===== config.mk =====
export PLATFORM = sky130hd
export DESIGN_NAME = unified_mem_arbiter_flat
export DESIGN_NICKNAME = d
export VERILOG_FILES = /design/src/rtl/unified_mem_arbiter_pkg.sv /design/src/rtl/unified_mem_arbiter_if.sv /design/src/rtl/unified_mem_arbiter_inst_line_buffer.sv /design/src/rtl/unified_mem_arbiter.sv /design/src/flat_wrapper.sv
export SDC_FILE = /design/constraint.sdc
export NUM_CORES = 1
export LEC_CHECK = 0
export ABC_AREA = 1
export BUFFER_PORTS_ARGS = -buffer_cell sky130_fd_sc_hd__buf_2
export CAP_MARGIN = 30
export CORE_MARGIN = 2
export CORE_UTILIZATION = 51
export CTS_CLUSTER_SIZE = 10
export DETAILED_ROUTE_END_ITERATION = 10
export PLACE_DENSITY = 0.81
export SYNTH_ARGS = -nofsm -noshare
export SYNTH_HDL_FRONTEND = slang
export SYNTH_SLANG_ARGS = --single-unit

===== constraint.sdc =====
create_clock -name clk -period 1.86 [get_ports clk]
set_input_delay 0.279 -clock clk [delete_from_list [all_inputs] [get_ports clk]]
set_output_delay 0.279 -clock clk [all_outputs]
set_load 0.02 [all_outputs]

===== src/rtl/unified_mem_arbiter_pkg.sv =====
// Shared types for the unified IF/MEM memory arbiter.
// FSM encodings and the byte-lane width of the word address.
package unified_mem_arbiter_pkg;

  typedef enum logic [2:0] {
    ARB_IDLE   = 3'd0,
    ARB_D_WAIT = 3'd1,
    ARB_D_RESP = 3'd2,
    ARB_I_WAIT = 3'd3,
    ARB_I_RESP = 3'd4
  } arb_state_e;

  localparam int unsigned WORD_LSB = 2;

endpackage


===== src/rtl/unified_mem_arbiter_if.sv =====
// Datapath-side and RAM-side signals of the unified memory arbiter.
// slave is the arbiter view; master is the pipeline/RAM view.
interface unified_mem_arbiter_if #(
  parameter int ADDR_W = 32,
  parameter int DATA_W = 32
);
  logic              inst_ren;
  logic [ADDR_W-1:0] inst_addr;
  logic [DATA_W-1:0] inst_data;
  logic              inst_ready;
  logic              mem_ren;
  logic              mem_wen;
  logic [ADDR_W-1:0] mem_addr;
  logic [DATA_W-1:0] mem_wdata;
  logic [DATA_W-1:0] mem_rdata;
  logic              mem_ready;
  logic              stall_req;
  logic              ram_req;
  logic              ram_we;
  logic [ADDR_W-1:0] ram_addr;
  logic [DATA_W-1:0] ram_wdata;
  logic [DATA_W-1:0] ram_rdata;
  logic              ram_ack;

  modport slave (
    input  inst_ren, inst_addr,
    input  mem_ren, mem_wen, mem_addr, mem_wdata,
    input  ram_rdata, ram_ack,
    output inst_data, inst_ready,
    output mem_rdata, mem_ready, stall_req,
    output ram_req, ram_we, ram_addr, ram_wdata
  );

  modport master (
    output inst_ren, inst_addr,
    output mem_ren, mem_wen, mem_addr, mem_wdata,
    output ram_rdata, ram_ack,
    input  inst_data, inst_ready,
    input  mem_rdata, mem_ready, stall_req,
    input  ram_req, ram_we, ram_addr, ram_wdata
  );

endinterface


===== src/rtl/unified_mem_arbiter_inst_line_buffer.sv =====
// One-entry instruction line buffer: fill, invalidate-on-match,
// and a combinational hit/data lookup.
module unified_mem_arbiter_inst_line_buffer #(
  parameter int TAG_W  = 30,
  parameter int DATA_W = 32,
  parameter bit EN     = 1'b1
) (
  input  logic              clk,
  input  logic              rst_n,
  input  logic              fill_en,
  input  logic [TAG_W-1:0]  fill_tag,
  input  logic [DATA_W-1:0] fill_data,
  input  logic              inv_en,
  input  logic [TAG_W-1:0]  inv_tag,
  input  logic              lookup_en,
  input  logic [TAG_W-1:0]  lookup_tag,
  output logic              hit,
  output logic [DATA_W-1:0] hit_data
);

  logic              valid_q;
  logic [TAG_W-1:0]  tag_q;
  logic [DATA_W-1:0] data_q;

  always_ff @(posedge clk or negedge rst_n) begin
    if (!rst_n) begin
      valid_q <= 1'b0;
      tag_q   <= '0;
      data_q  <= '0;
    end else if (fill_en) begin
      valid_q <= 1'b1;
      tag_q   <= fill_tag;
      data_q  <= fill_data;
    end else if (inv_en && (tag_q == inv_tag)) begin
      valid_q <= 1'b0;
    end
  end

  assign hit = EN && valid_q && lookup_en
            && (tag_q == lookup_tag);
  assign hit_data = hit ? data_q : '0;

endmodule


===== src/rtl/unified_mem_arbiter.sv =====
// Arbitrates one single-port RAM between IF fetch and MEM load/store,
// with data priority, a fetch line buffer and pipeline stall request.
module unified_mem_arbiter
  import unified_mem_arbiter_pkg::*;
#(
  parameter int ADDR_W = 32,
  parameter int DATA_W = 32,
  parameter bit BUF_EN = 1'b1
) (
  input logic                  clk,
  input logic                  rst_n,
  unified_mem_arbiter_if.slave bus
);

  localparam int TAG_W = ADDR_W - WORD_LSB;

  arb_state_e state_q, state_d;

  logic              ram_req_q, ram_req_d;
  logic              ram_we_q, ram_we_d;
  logic [ADDR_W-1:0] ram_addr_q, ram_addr_d;
  logic [DATA_W-1:0] ram_wdata_q, ram_wdata_d;
  logic [DATA_W-1:0] mem_rdata_q, mem_rdata_d;

  logic              mem_req;
  logic              mem_ready;
  logic              hit;
  logic [DATA_W-1:0] hit_data;
  logic              fill_en;
  logic              inv_en;
  logic              unused_lsb;

  assign mem_req = bus.mem_ren | bus.mem_wen;

  always_comb begin
    state_d     = state_q;
    ram_req_d   = ram_req_q;
    ram_we_d    = ram_we_q;
    ram_addr_d  = ram_addr_q;
    ram_wdata_d = ram_wdata_q;
    mem_rdata_d = mem_rdata_q;
    fill_en     = 1'b0;
    inv_en      = 1'b0;
    unique case (state_q)
      ARB_IDLE: begin
        if (mem_req) begin
          ram_req_d   = 1'b1;
          ram_we_d    = bus.mem_wen;
          ram_addr_d  = {bus.mem_addr[ADDR_W-1:WORD_LSB],
                         {WORD_LSB{1'b0}}};
          ram_wdata_d = bus.mem_wdata;
          state_d     = ARB_D_WAIT;
        end else if (bus.inst_ren && !hit) begin
          ram_req_d  = 1'b1;
          ram_we_d   = 1'b0;
          ram_addr_d = {bus.inst_addr[ADDR_W-1:WORD_LSB],
                        {WORD_LSB{1'b0}}};
          state_d    = ARB_I_WAIT;
        end
      end
      ARB_D_WAIT: begin
        if (bus.ram_ack) begin
          ram_req_d = 1'b0;
          ram_we_d  = 1'b0;
          inv_en    = ram_we_q;
          if (!ram_we_q) mem_rdata_d = bus.ram_rdata;
          state_d   = ARB_D_RESP;
        end
      end
      ARB_I_WAIT: begin
        if (bus.ram_ack) begin
          ram_req_d = 1'b0;
          ram_we_d  = 1'b0;
          fill_en   = 1'b1;
          state_d   = ARB_I_RESP;
        end
      end
      // RESP states never issue, so a held request is not replayed
      ARB_D_RESP: state_d = ARB_IDLE;
      ARB_I_RESP: state_d = ARB_IDLE;
      default:    state_d = ARB_IDLE;
    endcase
  end

  always_ff @(posedge clk or negedge rst_n) begin
    if (!rst_n) begin
      state_q     <= ARB_IDLE;
      ram_req_q   <= 1'b0;
      ram_we_q    <= 1'b0;
      ram_addr_q  <= '0;
      ram_wdata_q <= '0;
      mem_rdata_q <= '0;
    end else begin
      state_q     <= state_d;
      ram_req_q   <= ram_req_d;
      ram_we_q    <= ram_we_d;
      ram_addr_q  <= ram_addr_d;
      ram_wdata_q <= ram_wdata_d;
      mem_rdata_q <= mem_rdata_d;
    end
  end

  unified_mem_arbiter_inst_line_buffer #(
    .TAG_W  (TAG_W),
    .DATA_W (DATA_W),
    .EN     (BUF_EN)
  ) u_buf (
    .clk        (clk),
    .rst_n      (rst_n),
    .fill_en    (fill_en),
    .fill_tag   (ram_addr_q[ADDR_W-1:WORD_LSB]),
    .fill_data  (bus.ram_rdata),
    .inv_en     (inv_en),
    .inv_tag    (ram_addr_q[ADDR_W-1:WORD_LSB]),
    .lookup_en  (bus.inst_ren),
    .lookup_tag (bus.inst_addr[ADDR_W-1:WORD_LSB]),
    .hit        (hit),
    .hit_data   (hit_data)
  );

  assign mem_ready = (state_q == ARB_D_RESP);

  assign bus.mem_ready  = mem_ready;
  assign bus.mem_rdata  = mem_rdata_q;
  assign bus.inst_ready = hit;
  assign bus.inst_data  = hit_data;
  assign bus.ram_req    = ram_req_q;
  assign bus.ram_we     = ram_we_q;
  assign bus.ram_addr   = ram_addr_q;
  assign bus.ram_wdata  = ram_wdata_q;

  // Gated by reset so a held request cannot freeze a resetting pipe
  assign bus.stall_req = rst_n
    & ((mem_req & ~mem_ready) | (bus.inst_ren & ~hit));

  assign unused_lsb = ^{bus.inst_addr[WORD_LSB-1:0],
                        bus.mem_addr[WORD_LSB-1:0]};

endmodule


===== src/flat_wrapper.sv =====
// flat-port wrapper written by rule: the top's interface ports become plain ports
module unified_mem_arbiter_flat import unified_mem_arbiter_pkg::*;
#(
  parameter int ADDR_W = 32,
  parameter int DATA_W = 32,
  parameter bit BUF_EN = 1'b1
)
  (clk, rst_n, bus_inst_ren, bus_inst_addr, bus_mem_ren, bus_mem_wen, bus_mem_addr, bus_mem_wdata, bus_ram_rdata, bus_ram_ack, bus_inst_data, bus_inst_ready, bus_mem_rdata, bus_mem_ready, bus_stall_req, bus_ram_req, bus_ram_we, bus_ram_addr, bus_ram_wdata);
  unified_mem_arbiter_if #(.ADDR_W(ADDR_W), .DATA_W(DATA_W)) bus_i ();
  input logic clk;
  input logic rst_n;
  input wire logic [$bits(bus_i.inst_ren)-1:0] bus_inst_ren;
  input wire logic [$bits(bus_i.inst_addr)-1:0] bus_inst_addr;
  input wire logic [$bits(bus_i.mem_ren)-1:0] bus_mem_ren;
  input wire logic [$bits(bus_i.mem_wen)-1:0] bus_mem_wen;
  input wire logic [$bits(bus_i.mem_addr)-1:0] bus_mem_addr;
  input wire logic [$bits(bus_i.mem_wdata)-1:0] bus_mem_wdata;
  input wire logic [$bits(bus_i.ram_rdata)-1:0] bus_ram_rdata;
  input wire logic [$bits(bus_i.ram_ack)-1:0] bus_ram_ack;
  output wire logic [$bits(bus_i.inst_data)-1:0] bus_inst_data;
  output wire logic [$bits(bus_i.inst_ready)-1:0] bus_inst_ready;
  output wire logic [$bits(bus_i.mem_rdata)-1:0] bus_mem_rdata;
  output wire logic [$bits(bus_i.mem_ready)-1:0] bus_mem_ready;
  output wire logic [$bits(bus_i.stall_req)-1:0] bus_stall_req;
  output wire logic [$bits(bus_i.ram_req)-1:0] bus_ram_req;
  output wire logic [$bits(bus_i.ram_we)-1:0] bus_ram_we;
  output wire logic [$bits(bus_i.ram_addr)-1:0] bus_ram_addr;
  output wire logic [$bits(bus_i.ram_wdata)-1:0] bus_ram_wdata;
  assign bus_i.inst_ren = bus_inst_ren;
  assign bus_i.inst_addr = bus_inst_addr;
  assign bus_i.mem_ren = bus_mem_ren;
  assign bus_i.mem_wen = bus_mem_wen;
  assign bus_i.mem_addr = bus_mem_addr;
  assign bus_i.mem_wdata = bus_mem_wdata;
  assign bus_i.ram_rdata = bus_ram_rdata;
  assign bus_i.ram_ack = bus_ram_ack;
  assign bus_inst_data = bus_i.inst_data;
  assign bus_inst_ready = bus_i.inst_ready;
  assign bus_mem_rdata = bus_i.mem_rdata;
  assign bus_mem_ready = bus_i.mem_ready;
  assign bus_stall_req = bus_i.stall_req;
  assign bus_ram_req = bus_i.ram_req;
  assign bus_ram_we = bus_i.ram_we;
  assign bus_ram_addr = bus_i.ram_addr;
  assign bus_ram_wdata = bus_i.ram_wdata;
  unified_mem_arbiter #(.ADDR_W(ADDR_W), .DATA_W(DATA_W), .BUF_EN(BUF_EN)) u_core (.clk(clk), .rst_n(rst_n), .bus(bus_i));
endmodule

Word-level counts from Yosys, hierarchy flattened:

Cells that the tools add are included.

* bits in registers: 164
* input bits: 134
* output and inout bits: 133
* logic and storage cells: 62

* equal/unequal tests: 9
* mux-type cells: 21
* bitwise logic cells: 8
* reductions and logical operators: 15

Operator list (number)
* $mux W32: 3
* $eq A30 B30 Y1: 2
* $mux W3: 4
* $mux W1: 11
* $pmux W3 S3: 1
* $reduce_and A3 Y1: 3
* $eq A3 B2 Y1 const B: 2
* $reduce_bool A2 Y1: 3
* $logic_and A1 B1 Y1: 4
* $ne A2 B2 Y1 const B: 2
* $pmux W1 S2: 2
* $reduce_and A2 Y1: 2
* $and A1 B1 Y1: 3
* $eq A3 B1 Y1 const B: 1
* $logic_not A3 Y1: 1
* $ne A3 B1 Y1 const B: 1
* $not A1 Y1: 3
* $ne A2 B1 Y1 const B: 1
* $or A1 B1 Y1: 2
* $reduce_or A2 Y1: 1
* $logic_not A1 Y1: 1

Logic depth before layout (Yosys ltp):

* depth after elaboration: 7
* depth in mapped cells: 14
* mapped depth without buffers: 14

Cells and area by module:

Synthesis repeated with hierarchy kept, for this count alone.

* cells, all modules: 1082
* area, all modules: 8035.2 um2

Modules (own cells, without submodules)
* unified_mem_arbiter: instances 1, cells each 546, area each 4366.7 um2, sequential area each 2477.4 um2
* unified_mem_arbiter_inst_line_buffer: instances 1, cells each 536, area each 3668.5 um2, sequential area each 1576.5 um2

Worst setup path before layout:

No wires, ideal clock.

* path type: register to output
* start point: register u_core.u_buf.tag_q[25]
* end point: output bus_stall_req
* arrival time: 1.446 ns
* required time: 1.581 ns
* slack: 0.135 ns
* cell stages (with the launch flop): 12
* buffers on the path: 0
* cell sequence: dfrtp_1 > inv_2 > nand2_1 > nand2_1 > clkinv_1 > nand2_1 > nor2_1 > nand2_1 > nor2_2 > nand2_2 > nand2_1 > a21boi_0

* longest elaborated chain between the ends: 6

Ends and longest elaborated chain
* start: declaration: RTL line unified_mem_arbiter_inst_line_buffer.sv:22 `logic [TAG_W-1:0] tag_q;`
* start signal: assignment: RTL line unified_mem_arbiter_inst_line_buffer.sv:32 `tag_q <= fill_tag;`
* $eq A30 B30 Y1: RTL line unified_mem_arbiter_inst_line_buffer.sv:40 `&& (tag_q == lookup_tag);`
* $logic_and A1 B1 Y1: RTL line unified_mem_arbiter_inst_line_buffer.sv:40
* $not A1 Y1: RTL line unified_mem_arbiter.sv:134 `& ((mem_req & ~mem_ready) | (bus.inst_ren & ~hit));`
* $and A1 B1 Y1: RTL line unified_mem_arbiter.sv:134
* $or A1 B1 Y1: RTL line unified_mem_arbiter.sv:134
* $and A1 B1 Y1: RTL line unified_mem_arbiter.sv:134
* end: declaration: RTL line flat_wrapper.sv:24 `output wire logic [$bits(bus_i.stall_req)-1:0] bus_stall_req;`

Every way passes these cells.

Worst setup path after layout:

* start point: register u_core.u_buf.tag_q[12]
* end point: output bus_inst_data[7]

* longest elaborated chain between the ends: 3

Ends and longest elaborated chain
* $eq A30 B30 Y1: RTL line unified_mem_arbiter_inst_line_buffer.sv:40
* $logic_and A1 B1 Y1: RTL line unified_mem_arbiter_inst_line_buffer.sv:40
* $mux W32: RTL line unified_mem_arbiter_inst_line_buffer.sv:41 `assign hit_data = hit ? data_q : '0;`
* end: declaration: RTL line flat_wrapper.sv:20 `output wire logic [$bits(bus_i.inst_data)-1:0] bus_inst_data;`

Every way passes these cells.

==> impl_metrics.ini <==
[run_status]
outcome = finished with violations
violations = setup timing

[setup_path]
r2r_end = u_core.bus.ram_addr[10]
r2r_slack_ns = -0.06
cp_max_fo = 7
critical_path_class = register to output port
crit_slowest_cell = dfrtp_1
cp_data_arrival_time_ns = 2.11
max_stage_delay_ns = 0.40
rr_startpoint = u_core.u_buf.tag_q[12]
critPathCaptureType = output port
rr_worst_depth = 13
critPathLaunchType = register
cpMostUsedCell = nand2_1
crit_chain = inv_2 -> nand2_1 -> nand2_1 -> nand2_1 -> nor2_2 -> nand2_1 -> nor2_2 -> nand2_4 -> clkbuf_16 -> nor2_2 -> buf_4
crit_required_ns = 1.58

[layout]
fill_cells = 1189
stdcell_count = 1425
final_layout_size_suffix_gt1_frac = 0.376
fin_util = 0.699
fin_nets = 1355
areaGrowthSynthToFinish_pct = 34.1
stdcell_area_um2 = 10600

[floorplanning]
ioPinCount = 267
dieArea_um2 = 16500
core_um2 = 15100
initial_core_util = 0.522
fp.dieH_um = 128
fp-row-count = 45
die_width_um = 128

[hold_path]
hold_path_depth = 2
holdPathEnd = u_core.bus.ram_wdata[11]
hp-class = input port to register
min_from = bus_mem_wdata[11]

[route]
avgViaCountPerCell = 4.92
wl_per_cell_um = 14.8
drtIter0Drc = 433
firstDrtPassIters = 5
ant_nets = 0
drc = 0
finalWirelength_mm = 21.1
num_vias = 7013

[clock_network]
cts_max_level = 4
insertion_delay_ns = 0.43
root_buffer = clkbuf_16
cts_tree = built
cts_sinks = 162
cts.path.max_buffers = 2
numCtsBuffers = 17
path_clk_slew_ns = 0.07

[sta]
fin_skew_ns = 0.00725
report.final.slew_viol_count = 0
rsz0062_at_grt = yes
fin_crit_ns = 2.39
finalCritPeriodShare = 1.29
fmax_mhz = 418
postLayoutSetupSlackWorst_ns = -0.530
finalSetupViolCount = 56
finalHoldViolCount = 0

[global_route]
track_usage = 0.253
grt_pass1_wl_mm = 32.3
antenna_found_initial = 6
grt_max_degree = 91
first_global_vias = 6703
overflow = 0

[run]
max-cap-violations = 0

[placement]
portBuffers = 260
dpl-instance-area_um2 = 9610
dp_hpwl_mm = 14.7
dp_cells = 1384
post-place-ws_ns = -0.0560
gp_congestion = 0.831

[logic_synthesis]
avgSynthCellArea_um2 = 8.47
synth_cell_types = 36
ys_seq_area_frac = 0.513
ys_seq_elements = 162
synth_cells = 933
netlist_area_um2 = 7900
yosysWarnings = 0

[power_and_ir_drop]
p_leak_nw = 5.70
ir_drop_v = 0.000886
finalPower_mw = 17.6
pwr_density_cell_nw_per_um2 = 1660
==> synth_stat cells, drive strengths merged <==
cell type	count	area, um^2
a21boi	1	7.51
a21oi	1	5.00
buf	26	209
clkbuf	14	52.6
clkinv	3	11.3
conb	1	3.75
dfrtp	162	4050
inv	153	574
mux2	32	360
nand2	290	1100
nand3	6	35.0
nand4	7	43.8
nor2	52	203
nor3	6	35.0
nor4	1	6.26
o2111ai	3	26.3
o211ai	1	7.51
o21ai	146	945
o21bai	1	7.51
o22ai	6	37.5
or2	2	12.5
xnor2	13	114
xor2	6	52.6
==> registers in the layout (all words and copies together), names as in the netlist <==
name / flops
u_core.bus.mem_rdata: 32
u_core.bus.ram_wdata: 32
u_core.u_buf.data_q: 32
u_core.bus.ram_addr: 30
u_core.u_buf.tag_q: 30
u_core.state_q: 3
u_core.bus.ram_req: 1
u_core.bus.ram_we: 1
u_core.u_buf.valid_q: 1
==> cells by family after synthesis <==
group | synth area share
simple gates | 0.181
buf+inv | 0.107
mux | 0.0456
flops | 0.513
xor+xnor | 0.0211
other cells | 0.000475
compound gates | 0.131
==> worst max path at each step <==
stage | slack (ns) | from | endpoint
finish | -0.53 | u_core.u_buf.tag_q[12] | bus_inst_data[7]
global route | -0.65 | u_core.u_buf.tag_q[25] | bus_inst_data[6]
CTS | -0.47 | u_core.u_buf.tag_q[12] | bus_inst_data[11]
detailed placement | -0.06 | u_core.u_buf.tag_q[12] | bus_inst_data[16]
global placement | -0.01 | bus_inst_addr[24] | bus_inst_data[27]
floorplan | 0.13 | u_core.u_buf.tag_q[25] | bus_stall_req
==> metrics by stage <==
stage,hold slack (ns),TNS [ns]
after CTS,0.0456,-15.29
after global routing,0.0448,-25.99
final,0.0591,-17.84
after global placement,0.144,-0.139
after detailed placement,0.141,-0.538
after floorplan,-0.0166,0
==> per-layer routing <==
layer	track usage	vias up	wire length, um
met5	0	-	24
met4	0.106	4	545
met3	0.0674	48	1430
met2	0.434	248	10500
met1	0.304	3257	8560
li1	-	3456	-
==> layout by cell type, fill, tap and decap left out, types with 4 or more instances in the layout <==
cell type,n
nand4_1,7
nor2_2,25
nand2_1,285
o22ai_1,6
buf_6,16
nand3_1,4
dfrtp_1,162
mux2_1,30
inv_2,17
o21ai_1,5
buf_12,8
nor3_1,5
buf_2,225
xor2_1,6
nor2_1,15
xnor2_1,12
nor2_4,12
inv_1,136
o21ai_0,84
clkbuf_16,19
o21ai_2,57
clkinv_2,5
buf_4,55
==> where the power goes <==
part / switching (mW) / total (mW) / internal, mW / leakage (nW)
clock: 1.50 / 3.35 / 1.85 / 0.275
combinational: 4.89 / 7.93 / 3.04 / 3.42
sequential: 1.11 / 6.28 / 5.17 / 2.01
total: 7.49 / 17.6 / 10.1 / 5.70
==> area by class of cell <==
type                       count  area, um^2  area share
timing repair buffer         308        1970       0.186
clock inverter                15         134      0.0126
inverter                     156         586      0.0553
tap                          188         235      0.0222
multi-input combinational    576        3190       0.301
antenna                        3        7.51    0.000709
sequential                   162        4050       0.383
clock buffer                  17         425      0.0402
==> worst max-delay path: cells and delay by family, from the launching register on <==
family | cells | cell delay [ns]
buffers and inverters | 3 | 0.45
DFF | 1 | 0.40
and+or+nand+nor | 8 | 0.83
==> repair_timing <==
action / CTS / global route
hold endpoints to repair: 18 / 0
setup endpoints to repair: 35 / 68
buffers inserted: 1 / 1
gates resized for setup: 66 / 40
hold buffers: 1 / 0
pin swaps: 3 / 8
cloned: 1 / 2
No activity file was read; power rests on OpenSTA's default activity.
